File: config.mk
export PLATFORM = sky130hd
export DESIGN_NAME = add_sub_acc_unit_flat
export DESIGN_NICKNAME = d
export VERILOG_FILES = /design/src/rtl/add_sub_acc_unit_if.sv /design/src/rtl/add_sub_acc_unit.sv /design/src/flat_wrapper.sv
export SDC_FILE = /design/constraint.sdc
export NUM_CORES = 1
export LEC_CHECK = 0
export CAP_MARGIN = 20
export CORE_MARGIN = 4
export CORE_UTILIZATION = 48
export DETAILED_ROUTE_END_ITERATION = 8
export PLACE_DENSITY = 0.84
export SLEW_MARGIN = 20
export SYNTH_ARGS = -nofsm -noshare
export SYNTH_HDL_FRONTEND = slang
export SYNTH_SLANG_ARGS = --single-unit
File: constraint.sdc
create_clock -name CLOCK_50 -period 3.42 [get_ports CLOCK_50]
set_input_delay 1.026 -clock CLOCK_50 [delete_from_list [all_inputs] [get_ports CLOCK_50]]
set_output_delay 1.026 -clock CLOCK_50 [all_outputs]
set_load 0.02 [all_outputs]
File: src/rtl/add_sub_acc_unit_if.sv
// Request/result bundle for add_sub_acc_unit: operands and controls in, registered result and flags out.
// slave = arithmetic unit side, master = requester/consumer side.
interface add_sub_acc_unit_if #(
    parameter int WIDTH = 8,
    parameter int CNT_W = 4
);
    logic             IN_VALID;
    logic             IN_READY;
    logic [WIDTH-1:0] OP_A;
    logic [WIDTH-1:0] OP_B;
    logic             SUB;
    logic             ACC;
    logic             CLR_STICKY;
    logic             OUT_VALID;
    logic             OUT_READY;
    logic [WIDTH-1:0] RESULT;
    logic             CARRY;
    logic             OVF;
    logic             ZERO;
    logic             NEG;
    logic             OVF_STICKY;
    logic [CNT_W-1:0] OVF_COUNT;

    modport slave (
        input  IN_VALID, OP_A, OP_B, SUB, ACC, CLR_STICKY, OUT_READY,
        output IN_READY, OUT_VALID, RESULT, CARRY, OVF, ZERO, NEG, OVF_STICKY, OVF_COUNT
    );

    modport master (
        output IN_VALID, OP_A, OP_B, SUB, ACC, CLR_STICKY, OUT_READY,
        input  IN_READY, OUT_VALID, RESULT, CARRY, OVF, ZERO, NEG, OVF_STICKY, OVF_COUNT
    );
endinterface

File: src/rtl/add_sub_acc_unit.sv
// Registered two's-complement add/sub with accumulate, sticky overflow and saturating event count (ADD_SUB_SATURATE_EN clamps on overflow).
// Latency: 1 cycle from accept to OUT_VALID; 1 op/cycle when accept and consume coincide.
// Backpressure: IN_READY = !OUT_VALID | OUT_READY; outputs hold while OUT_VALID & !OUT_READY.
module add_sub_acc_unit #(
    parameter int WIDTH = 8,
    parameter int CNT_W = 4
) (
    input  logic             CLOCK_50,
    input  logic             RESET_N,
    add_sub_acc_unit_if.slave bus
);

    logic             out_valid_q, out_valid_d;
    logic [WIDTH-1:0] result_q, result_d;
    logic             carry_q, carry_d;
    logic             ovf_q, ovf_d;
    logic             sticky_q, sticky_d;
    logic [CNT_W-1:0] cnt_q, cnt_d;
    logic [WIDTH-1:0] acc_q, acc_d;

    logic             in_ready;
    logic             accept;
    logic [WIDTH-1:0] op_a_eff;
    logic [WIDTH-1:0] b_eff;
    logic [WIDTH-1:0] sum;
    logic             carry_raw;
    logic             ovf_raw;
    logic [WIDTH-1:0] res_val;

    assign in_ready = !out_valid_q || bus.OUT_READY;
    assign accept   = bus.IN_VALID && in_ready;

    // Subtraction is A + ~B + 1, so CARRY=1 means no borrow.
    assign op_a_eff = bus.ACC ? acc_q : bus.OP_A;
    assign b_eff    = bus.OP_B ^ {WIDTH{bus.SUB}};
    assign {carry_raw, sum} = {1'b0, op_a_eff} + {1'b0, b_eff} + {{WIDTH{1'b0}}, bus.SUB};
    assign ovf_raw  = (op_a_eff[WIDTH-1] == b_eff[WIDTH-1]) && (sum[WIDTH-1] != op_a_eff[WIDTH-1]);

`ifdef ADD_SUB_SATURATE_EN
    localparam logic [WIDTH-1:0] MAX_POS = {1'b0, {(WIDTH-1){1'b1}}};
    localparam logic [WIDTH-1:0] MIN_NEG = {1'b1, {(WIDTH-1){1'b0}}};

    always_comb begin
        res_val = sum;
        if (ovf_raw) begin
            res_val = op_a_eff[WIDTH-1] ? MIN_NEG : MAX_POS;
        end
    end
`else
    assign res_val = sum;
`endif

    always_comb begin
        out_valid_d = out_valid_q;
        result_d    = result_q;
        carry_d     = carry_q;
        ovf_d       = ovf_q;
        acc_d       = acc_q;
        sticky_d    = sticky_q;
        cnt_d       = cnt_q;

        if (accept) begin
            out_valid_d = 1'b1;
            result_d    = res_val;
            carry_d     = carry_raw;
            ovf_d       = ovf_raw;
            acc_d       = res_val;
        end else if (out_valid_q && bus.OUT_READY) begin
            out_valid_d = 1'b0;
        end

        // A new overflow event beats a simultaneous clear.
        if (accept && ovf_raw) begin
            sticky_d = 1'b1;
            if (bus.CLR_STICKY) begin
                cnt_d = CNT_W'(1);
            end else if (cnt_q != {CNT_W{1'b1}}) begin
                cnt_d = cnt_q + CNT_W'(1);
            end
        end else if (bus.CLR_STICKY) begin
            sticky_d = 1'b0;
            cnt_d    = '0;
        end
    end

    always_ff @(posedge CLOCK_50 or negedge RESET_N) begin
        if (!RESET_N) begin
            out_valid_q <= 1'b0;
            result_q    <= '0;
            carry_q     <= 1'b0;
            ovf_q       <= 1'b0;
            acc_q       <= '0;
            sticky_q    <= 1'b0;
            cnt_q       <= '0;
        end else begin
            out_valid_q <= out_valid_d;
            result_q    <= result_d;
            carry_q     <= carry_d;
            ovf_q       <= ovf_d;
            acc_q       <= acc_d;
            sticky_q    <= sticky_d;
            cnt_q       <= cnt_d;
        end
    end

    assign bus.IN_READY   = in_ready;
    assign bus.OUT_VALID  = out_valid_q;
    assign bus.RESULT     = result_q;
    assign bus.CARRY      = carry_q;
    assign bus.OVF        = ovf_q;
    assign bus.ZERO       = (result_q == '0);
    assign bus.NEG        = result_q[WIDTH-1];
    assign bus.OVF_STICKY = sticky_q;
    assign bus.OVF_COUNT  = cnt_q;

endmodule

File: src/flat_wrapper.sv
// flat-port wrapper written by rule: the top's interface ports become plain ports
module add_sub_acc_unit_flat 
#(
    parameter int WIDTH = 8,
    parameter int CNT_W = 4
)
  (CLOCK_50, RESET_N, bus_IN_VALID, bus_OP_A, bus_OP_B, bus_SUB, bus_ACC, bus_CLR_STICKY, bus_OUT_READY, bus_IN_READY, bus_OUT_VALID, bus_RESULT, bus_CARRY, bus_OVF, bus_ZERO, bus_NEG, bus_OVF_STICKY, bus_OVF_COUNT);
  add_sub_acc_unit_if #(.WIDTH(WIDTH), .CNT_W(CNT_W)) bus_i ();
  input  logic CLOCK_50;
  input  logic RESET_N;
  input wire logic [$bits(bus_i.IN_VALID)-1:0] bus_IN_VALID;
  input wire logic [$bits(bus_i.OP_A)-1:0] bus_OP_A;
  input wire logic [$bits(bus_i.OP_B)-1:0] bus_OP_B;
  input wire logic [$bits(bus_i.SUB)-1:0] bus_SUB;
  input wire logic [$bits(bus_i.ACC)-1:0] bus_ACC;
  input wire logic [$bits(bus_i.CLR_STICKY)-1:0] bus_CLR_STICKY;
  input wire logic [$bits(bus_i.OUT_READY)-1:0] bus_OUT_READY;
  output wire logic [$bits(bus_i.IN_READY)-1:0] bus_IN_READY;
  output wire logic [$bits(bus_i.OUT_VALID)-1:0] bus_OUT_VALID;
  output wire logic [$bits(bus_i.RESULT)-1:0] bus_RESULT;
  output wire logic [$bits(bus_i.CARRY)-1:0] bus_CARRY;
  output wire logic [$bits(bus_i.OVF)-1:0] bus_OVF;
  output wire logic [$bits(bus_i.ZERO)-1:0] bus_ZERO;
  output wire logic [$bits(bus_i.NEG)-1:0] bus_NEG;
  output wire logic [$bits(bus_i.OVF_STICKY)-1:0] bus_OVF_STICKY;
  output wire logic [$bits(bus_i.OVF_COUNT)-1:0] bus_OVF_COUNT;
  assign bus_i.IN_VALID = bus_IN_VALID;
  assign bus_i.OP_A = bus_OP_A;
  assign bus_i.OP_B = bus_OP_B;
  assign bus_i.SUB = bus_SUB;
  assign bus_i.ACC = bus_ACC;
  assign bus_i.CLR_STICKY = bus_CLR_STICKY;
  assign bus_i.OUT_READY = bus_OUT_READY;
  assign bus_IN_READY = bus_i.IN_READY;
  assign bus_OUT_VALID = bus_i.OUT_VALID;
  assign bus_RESULT = bus_i.RESULT;
  assign bus_CARRY = bus_i.CARRY;
  assign bus_OVF = bus_i.OVF;
  assign bus_ZERO = bus_i.ZERO;
  assign bus_NEG = bus_i.NEG;
  assign bus_OVF_STICKY = bus_i.OVF_STICKY;
  assign bus_OVF_COUNT = bus_i.OVF_COUNT;
  add_sub_acc_unit #(.WIDTH(WIDTH), .CNT_W(CNT_W)) u_core (.CLOCK_50(CLOCK_50), .RESET_N(RESET_N), .bus(bus_i));
endmodule
# Word-level counts from Yosys, hierarchy flattened
# Cells that the tools add are included.
dict set report word_totals {
  reg_bits 16
  inputBits 23
  output_inout_bits 19
}
dict set report classes {
  add_sub_neg 3
  eq_ne 3
  n_mux 9
  n_bitwise 1
  n_reduce_logical 11
}
# operator count
set ops {}
lappend ops {{4-bit two-way mux} 4}
lappend ops {{8-bit by 8-bit adder with 9-bit output} 1}
lappend ops {{9-bit by 1-bit adder with 9-bit output} 1}
lappend ops {{8-bit zero test} 1}
lappend ops {{8-bit two-way mux} 1}
lappend ops {{8-bit XOR} 1}
lappend ops {{2-bit nonzero test} 3}
lappend ops {{4-bit by 1-bit adder with 4-bit output (second input constant)} 1}
lappend ops {{1-bit logical AND} 4}
lappend ops {{1-bit two-way mux} 4}
lappend ops {{4-bit != test (second input constant)} 1}
lappend ops {{2-bit AND reduction} 1}
lappend ops {{1-bit == test} 1}
lappend ops {{1-bit zero test} 1}
lappend ops {{1-bit logical OR} 1}
lappend ops {{1-bit != test} 1}

# Logic depth before layout (Yosys ltp)
# Gate-level depths: netlist of the first run.
dict set report logic_depth {
  word_depth 8
  mapped_depth 10
}

# Worst setup path after synthesis of the first run
# No wires, ideal clock.
dict set report synth_timing {
  path_type {input to register}
  startpoint {in bus_ACC}
  endpoint {reg u_core.cnt_q[3] (netlist: u_core.bus.OVF_COUNT[3])}
  setup_time_ns 0.077
  arrival_ns 2.999
  setup_slack_ns 0.343
  path_stages 9
  n_path_buf 1
  cell_sequence {buf_6 -> mux2_2 -> ha_1 -> a21oi_1 -> and4_1 -> a21oi_4 -> mux2i_2 -> or3_1 -> a21oi_1}
}
dict set report synth_via {
  elab_chain_len 8
  word_cells_on_any_way 10
  cone_classes {add/sub (2); eq/ne (2); mux (2); reduce/logical (4)}
}
# item line
set synth_rtl {}
lappend synth_rtl {{from (decl)} flat_wrapper.sv:15} ;# input wire logic [$bits(bus_i.ACC)-1:0] bus_ACC;
lappend synth_rtl {{8-bit two-way mux (*)} add_sub_acc_unit.sv:34} ;# assign op_a_eff = bus.ACC ? acc_q : bus.OP_A;
lappend synth_rtl {{8-bit by 8-bit adder with 9-bit output} add_sub_acc_unit.sv:36} ;# assign {carry_raw, sum} = {1'b0, op_a_eff} + {1'b0, b_eff} + {{WIDTH{1'b0}}, bus.SUB};
lappend synth_rtl {{9-bit by 1-bit adder with 9-bit output} add_sub_acc_unit.sv:36}
lappend synth_rtl {{1-bit != test} add_sub_acc_unit.sv:37} ;# assign ovf_raw = (op_a_eff[WIDTH-1] == b_eff[WIDTH-1]) && (sum[WIDTH-1] != op_a_eff[WIDTH-1]);
lappend synth_rtl {{1-bit logical AND (*)} add_sub_acc_unit.sv:37}
lappend synth_rtl {{1-bit logical AND (*)} add_sub_acc_unit.sv:73} ;# if (accept && ovf_raw) begin
lappend synth_rtl {{2-bit nonzero test (no source line)} --}
lappend synth_rtl {{2-bit AND reduction (no source line)} --}
lappend synth_rtl {{to (signal assigned)} add_sub_acc_unit.sv:102} ;# cnt_q <= cnt_d;
lappend synth_rtl {{to (decl)} add_sub_acc_unit.sv:18} ;# logic [CNT_W-1:0] cnt_q, cnt_d;
# Mark *: on every way between the ends. The rest lies on a longest branch, timed or not.
# A chain may end at the register's enable or synchronous reset.

# Worst setup path after layout of the first run
# Same ends and word-level chain as after synthesis.

==> metrics, run 1 <==
status finished clean; Most common cell on crit path a21oi_1; post-synth cell types 36; startpoint of the worst-slack reg-to-reg timing path u_core.bus.RESULT[4]$_DFFE_PN0P_; Area contributors post-synth dfrtp_1, ha_1, xor2_1, mux2_2, o21ai_0; MaxCap Viol Count 0; P per Cell Area 612 mW/mm^2; Hold Path Origin u_core.bus.OVF$_DFFE_PN0P_; syn nets 160; initial antenna violation count 0; DRT Wirelength 3280 um; Worst Setup Path Type in -> reg; Die Area 0.00341 sq mm; Final Skew approximately 2.5 ps; initial drt markers 36; cts hold-fix bufs 0; WP data required 3640 ps; placed cell count 217; TritonCTS clock tree built; DPL Wire Length 2610 um; FFs w/ async S/R, synth 100%; type of the most critical hold path reg -> reg; port buffer count 41; Clock Path Buffers 2; Vias/cell 5.32; Rel. slew slack 50.0%; post-CTS setup repair buffer count 0; Clock transition at path regs roughly 90 ps; Area growth, synth to finish 51.2%; chip width 58.4 um; io pins 42; site row count 18; gpl congestion 0.911; top-area cell type share of the netlist area 32.8%; Arrival @ worst endpoint around 3500 ps; first-pass GRT wire length 5320 um; Routed Antenna Nets 0; nets 224; Layout Cells excl Fill 221; critical path fanouts, max 7; Inserted Clock Buffers 3; Total GRT Usage 20.1%; P_leak 0.826 nW; GRT overflow 0; Initial Util approximately half; Clock Tree Root clkbuf_4; Fmax achieved 307 MHz; ys flop type dfrtp_1; Die Y 58.4 um; Synth Cell Area 0.00122 sq mm; Startpoint Class input pin; Synth warnings 0; CTS H-tree depth 1; cells after synthesis roughly 130; CP endpoint kind flip-flop; Syn Area/Cell approximately 9.5 sq um; Critical Path Max Stage Delay 410 ps; Clock Sinks 16; sequential area share after synthesis 32.8%; vias in the first global route 1174; max-slew violations 0; wire per inst 14.8 um; drt first pass iters 4; EDFF count, synth 0; post-layout minimum cycle time roughly 3300 ps; Yosys reg bits 16; endpoints failing hold 0; RSZ-0062 raised after global routing no; Crit-path slowest cell dlygate4sd2_1; endpoints failing setup 0; crit path from bus_ACC; Synth top cells by count dfrtp_1, o21ai_0, nand2_1, a21oi_1, xor2_1; share of layout cells above drive strength 1 20.4%; clk_lat worst skew 290 ps; core area 0.00245 sq mm; crit-path cells dlygate4sd2_1, mux2_2, ha_1, a21oi_1, and4_1, a21oi_4, mux2i_2, or3_1, a21oi_1; Synth area leader dfrtp_1; total power 0.00113 W; most common cell in the netlist dfrtp_1; via count ~1200; DRC viols 0; Max VDD drop around 420 uV; Worst-Margin Slew about 750 ps; largest net degree at the start of global routing 17; Final period util 95.4%; # diodes 0
-- area by class of cell --
class	instances	area, sq um
Inverter	6	22.5
Tap cell	30	37.5
Multi-Input combinational cell	101	763
Timing Repair Buffer	64	584
Fill cell	179	611
Sequential cell	16	400
Clock buffer	4	36.3
-- power by group --
group          switching (W)  internal (W)  leakage, nW  total (W)
Sequential         0.0000641      0.000248        0.202   0.000312
Combinational       0.000329      0.000362        0.602   0.000691
Clock              0.0000613     0.0000650       0.0210   0.000126
Total               0.000455      0.000675        0.826    0.00113
-- cells in the final DEF, fill, tap and decap left out, types with 6 or more instances in the layout --
cell	n
nand2_1	12
dfrtp_1	16
clkdlybuf4s50_1	39
a21oi_1	9
xor2_1	9
nor2_1	6
ha_1	8
xnor2_1	6
mux2_2	6
inv_1	6
o21ai_0	13
buf_4	23
-- cells by family (layout without fill, tap and decap cells) --
| kind of cell | count (synthesis) | count (layout) | synth area share (%) |
|---|---|---|---|
| simple gates | 37 | 37 | 16.7 |
| compound gates | 29 | 29 | 14.9 |
| flops | 16 | 16 | 32.8 |
| xor+xnor | 15 | 15 | 10.8 |
| mux | 11 | 11 | 10.4 |
| buf+inv | 11 | 74 | 4.62 |
| fa+ha+maj | 9 | 9 | 9.85 |
-- layer usage --
metal  wire [um]  part of all wire (%)  global-route usage [%]
met1        1370                    42                    24.5
met2        1690                    52                    35.7
met3         165                   5.0                    2.41
met4          57                   1.7                    7.95
met5           0                     0                       0
-- registers in the layout, summed over array words and instances (netlist names) --
signal,count
u_core.bus.CARRY,1
u_core.bus.OUT_VALID,1
u_core.bus.OVF,1
u_core.bus.OVF_COUNT,4
u_core.bus.OVF_STICKY,1
u_core.bus.RESULT,8
-- stage by stage --
stage	util [%]	worst slack [ps]	hold WS, ps	setup TNS (ps)	instance area, sq um
final	75.1	159	497	0	1840
after global routing	75.1	42.0	537	0	1840
after CTS	75.0	108	497	0	1840
after detailed placement	73.6	-380	471	-2570	1810
after global placement	73.6	-258	461	-1610	1810
after floorplan	-	343	591	0	1220
-- critical path, delay by kind of cell --
family	cells	cell delay (ps)
simple gates	2	660
mux	2	580
compound gates	3	490
buf+inv	1	410
fa+ha+maj	1	330
-- what timing repair did --
item	in CTS	in global routing
pin swaps	0	0
endpoints found under the setup margin	3	4
endpoints found under the hold margin	0	0
gates resized for setup	1	1
-- worst paths after layout --
| kind | end | slack, ps | cells past startpoint |
|---|---|---|---|
| max reg2reg | u_core.bus.OVF_COUNT[3]$_DFFE_PN0P_ | 960 | 8 |
| min reg2reg | u_core.bus.OVF$_DFFE_PN0P_ | 500 | 2 |
| min in group asynchronous | u_core.bus.OVF_COUNT[0]$_DFFE_PN0P_ | 1170 | 1 |
| max | u_core.bus.OVF_COUNT[3]$_DFFE_PN0P_ | 160 | 9 |
| min | u_core.bus.OVF$_DFFE_PN0P_ | 500 | 2 |
| max in group asynchronous | u_core.bus.OVF_STICKY$_DFFE_PN0P_ | 1790 | 1 |
Power figures use the tool's default switching activity.
==> inputs of run 2 (changes only) <==
- CORE_MARGIN: 4 -> unset
- TNS_END_PERCENT: unset -> 10
==> metrics, run 2 (synthesis results as in run 1) <==
status finished clean; Area growth, synth to finish 50.6%; cts hold-fix bufs 0 (unchanged); site row count 17 (-1); Final period util 96.7% (+1.3 points); io pins 42 (unchanged); Fmax achieved 302 MHz (-1.4%); Routed Antenna Nets 0 (unchanged); gpl congestion 0.820 (-10%); total power 0.00111 W (-2.2%); Hold Path Origin u_core.bus.OVF$_DFFE_PN0P_; setup_tns 0 ps (unchanged); max-slew violations 0 (unchanged); Int Pwr 0.000660 W (-2.2%); post-layout minimum cycle time 3310 ps (+45.1 ps); post-layout util 80.0% (+4.8 points); Buf+Inv Stages, Crit Path 2 (+1); Critical Path Max Stage Delay 380 ps (-30 ps); Die Y 52.4 um (-10%); Initial Util 53.1% (+3.4 points); MaxCap Viol Count 0 (unchanged); P per Cell Area 602 mW/mm^2 (-1.8%); P_leak 0.815 nW (-1.3%); Clock Tree Root clkbuf_4; Worst-Margin Slew 749 ps (+0.998 ps); Clock Path Buffers 2 (unchanged); Max VDD drop 394 uV (-6.1%); Die Area 0.00275 sq mm (-19%); P_sw 0.000445 W (-2.0%); first-pass GRT wire length 5240 um (-1.5%); CP endpoint kind flip-flop; Rel. slew slack 49.9% (-0.067 points); Clock Sinks 16 (unchanged); clk_lat worst skew 270 ps (-20 ps); Clock transition at path regs 90 ps (about the same); placed cell count 216 (-0.46%); share of layout cells above drive strength 1 20.9% (+0.52 points); DRT Wirelength 3170 um (-3.4%); nets 225 (+0.45%); WP data required 3580 ps (-60 ps); TritonCTS clock tree built; initial drt markers 19 (-47%); chip width 52.4 um (-10%); crit-path cells dlygate4sd2_1, buf_4, mux2_2, ha_1, o21ai_0, a32o_1, a21oi_4, mux2i_2, mux2i_1, nor2_1; Crit-path slowest cell dlygate4sd2_1; Layout Cells excl Fill 219 (-0.90%); GRT overflow 0 (unchanged); endpoints failing setup 0 (unchanged); via count 1194 (+1.5%); Worst Setup Path Type in -> reg; RSZ-0062 raised after global routing no; top cell family by delay on the critical path multiplexers; Startpoint Class input pin; Seq pwr share 27.6% (about the same); Total GRT Usage 25.9% (+5.8 points); flip-flop count of the largest register after layout 8 (unchanged); Arrival @ worst endpoint 3470 ps (-20 ps); leading cell type in the layout, fill and taps excluded clkdlybuf4s50_1; clock power share 8.8% (-2.4 points); wire per inst 14.5 um (-2.5%); endpoints failing hold 0 (unchanged); initial antenna violation count 0 (unchanged); largest net degree at the start of global routing 17 (unchanged); # diodes 0 (unchanged); CTS H-tree depth 1 (unchanged); critical path fanouts, max 6 (-1); drt first pass iters 4 (unchanged); Combinational Power Share 63.6% (+2.4 points); commonest non-fill, non-tap cells in the layout clkdlybuf4s50_1, buf_4, dfrtp_1, o21ai_0, nand2_1; type of the most critical hold path reg -> reg; Inserted Clock Buffers 3 (unchanged); crit path from bus_ACC; port buffer count 41 (unchanged); vias in the first global route 1197 (+2.0%); Switching Share 40.3% (+0.051 points); core area 0.00230 sq mm (-6.4%); DRC viols 0 (unchanged); startpoint of the worst-slack reg-to-reg timing path u_core.bus.RESULT[1]$_DFFE_PN0P_; Vias/cell 5.45 (+2.5%); Final Skew 1.25 ps (-1.21 ps); DPL Wire Length 2610 um (-0.23%)
-- run 2: per-stage QoR --
| stage | instance area, sq um | setup WS, ps | hold WS, ps |
|---|---|---|---|
| final | 1840 | 113 | 506 |
| after global routing | 1840 | 8.92 | 526 |
| after CTS | 1830 | 107 | 502 |
| after detailed placement | 1810 | -404 | 478 |
| after global placement | 1810 | -273 | 472 |
| after floorplan | 1220 | 343 | 591 |
-- run 2: layout make-up --
class                   count  area (sq um)
clock buffers               3          22.5
fillers                   153           460
inverters                   6          22.5
multi-input cells         101           767
flip-flops and latches     16           400
well taps                  28          35.0
repair buffers             65           589
-- run 2: path summary, 6_finish.rpt --
| check | depth (start not counted) | end | slack (ps) |
|---|---|---|---|
| worst min register to register | 2 | u_core.bus.OVF$_DFFE_PN0P_ | 510 |
| min in group asynchronous | 1 | u_core.bus.OVF_COUNT[0]$_DFFE_PN0P_ | 1190 |
| worst min-delay path | 2 | u_core.bus.OVF$_DFFE_PN0P_ | 510 |
| worst max register to register | 9 | u_core.bus.OVF_COUNT[1]$_DFFE_PN0P_ | 1030 |
| max in group asynchronous | 1 | u_core.bus.RESULT[7]$_DFFE_PN0P_ | 1770 |
| worst max-delay path | 10 | u_core.bus.OVF_COUNT[1]$_DFFE_PN0P_ | 110 |
-- run 2: metal layers --
metal  up-vias  part of all wire [%]  routed length [um]  track usage [%]
li1        581                     -                   -                -
met1       580                    40                1280             28.7
met2        27                    55                1730             50.4
met3         6                   2.6                  81             1.45
met4         0                   2.4                  77             9.65
met5         -                     0                   0                0
-- run 2: worst min-delay path, cell delays in order, from the launching register on --
cell     delay (ps)
dfrtp_1         360
nand2_1          50
nand2_1          60
-- run 2: timing repair --
| item | CTS | global route |
|---|---|---|
| resized for setup | 1 | 1 |
| buffers inserted | 0 | 0 |
| endpoints found under the setup margin | 6 | 1 |
-- run 2: power groups by stage --
stage | Sequential [W] | Combinational [W] | Clock (W)
after floorplan | 0.000370 | 0.000314 | 0
after global placement | 0.000305 | 0.000673 | 0
after detailed placement | 0.000309 | 0.000697 | 0
after CTS | 0.000304 | 0.000704 | 0.000101
after global routing | 0.000312 | 0.000759 | 0.000113
final | 0.000305 | 0.000703 | 0.0000976
==> inputs of run 3 (changes only) <==
- CAP_MARGIN: 20 -> unset
==> results of run 3 <==
No change in the layout: final DEF, timing and power equal those of run 2.
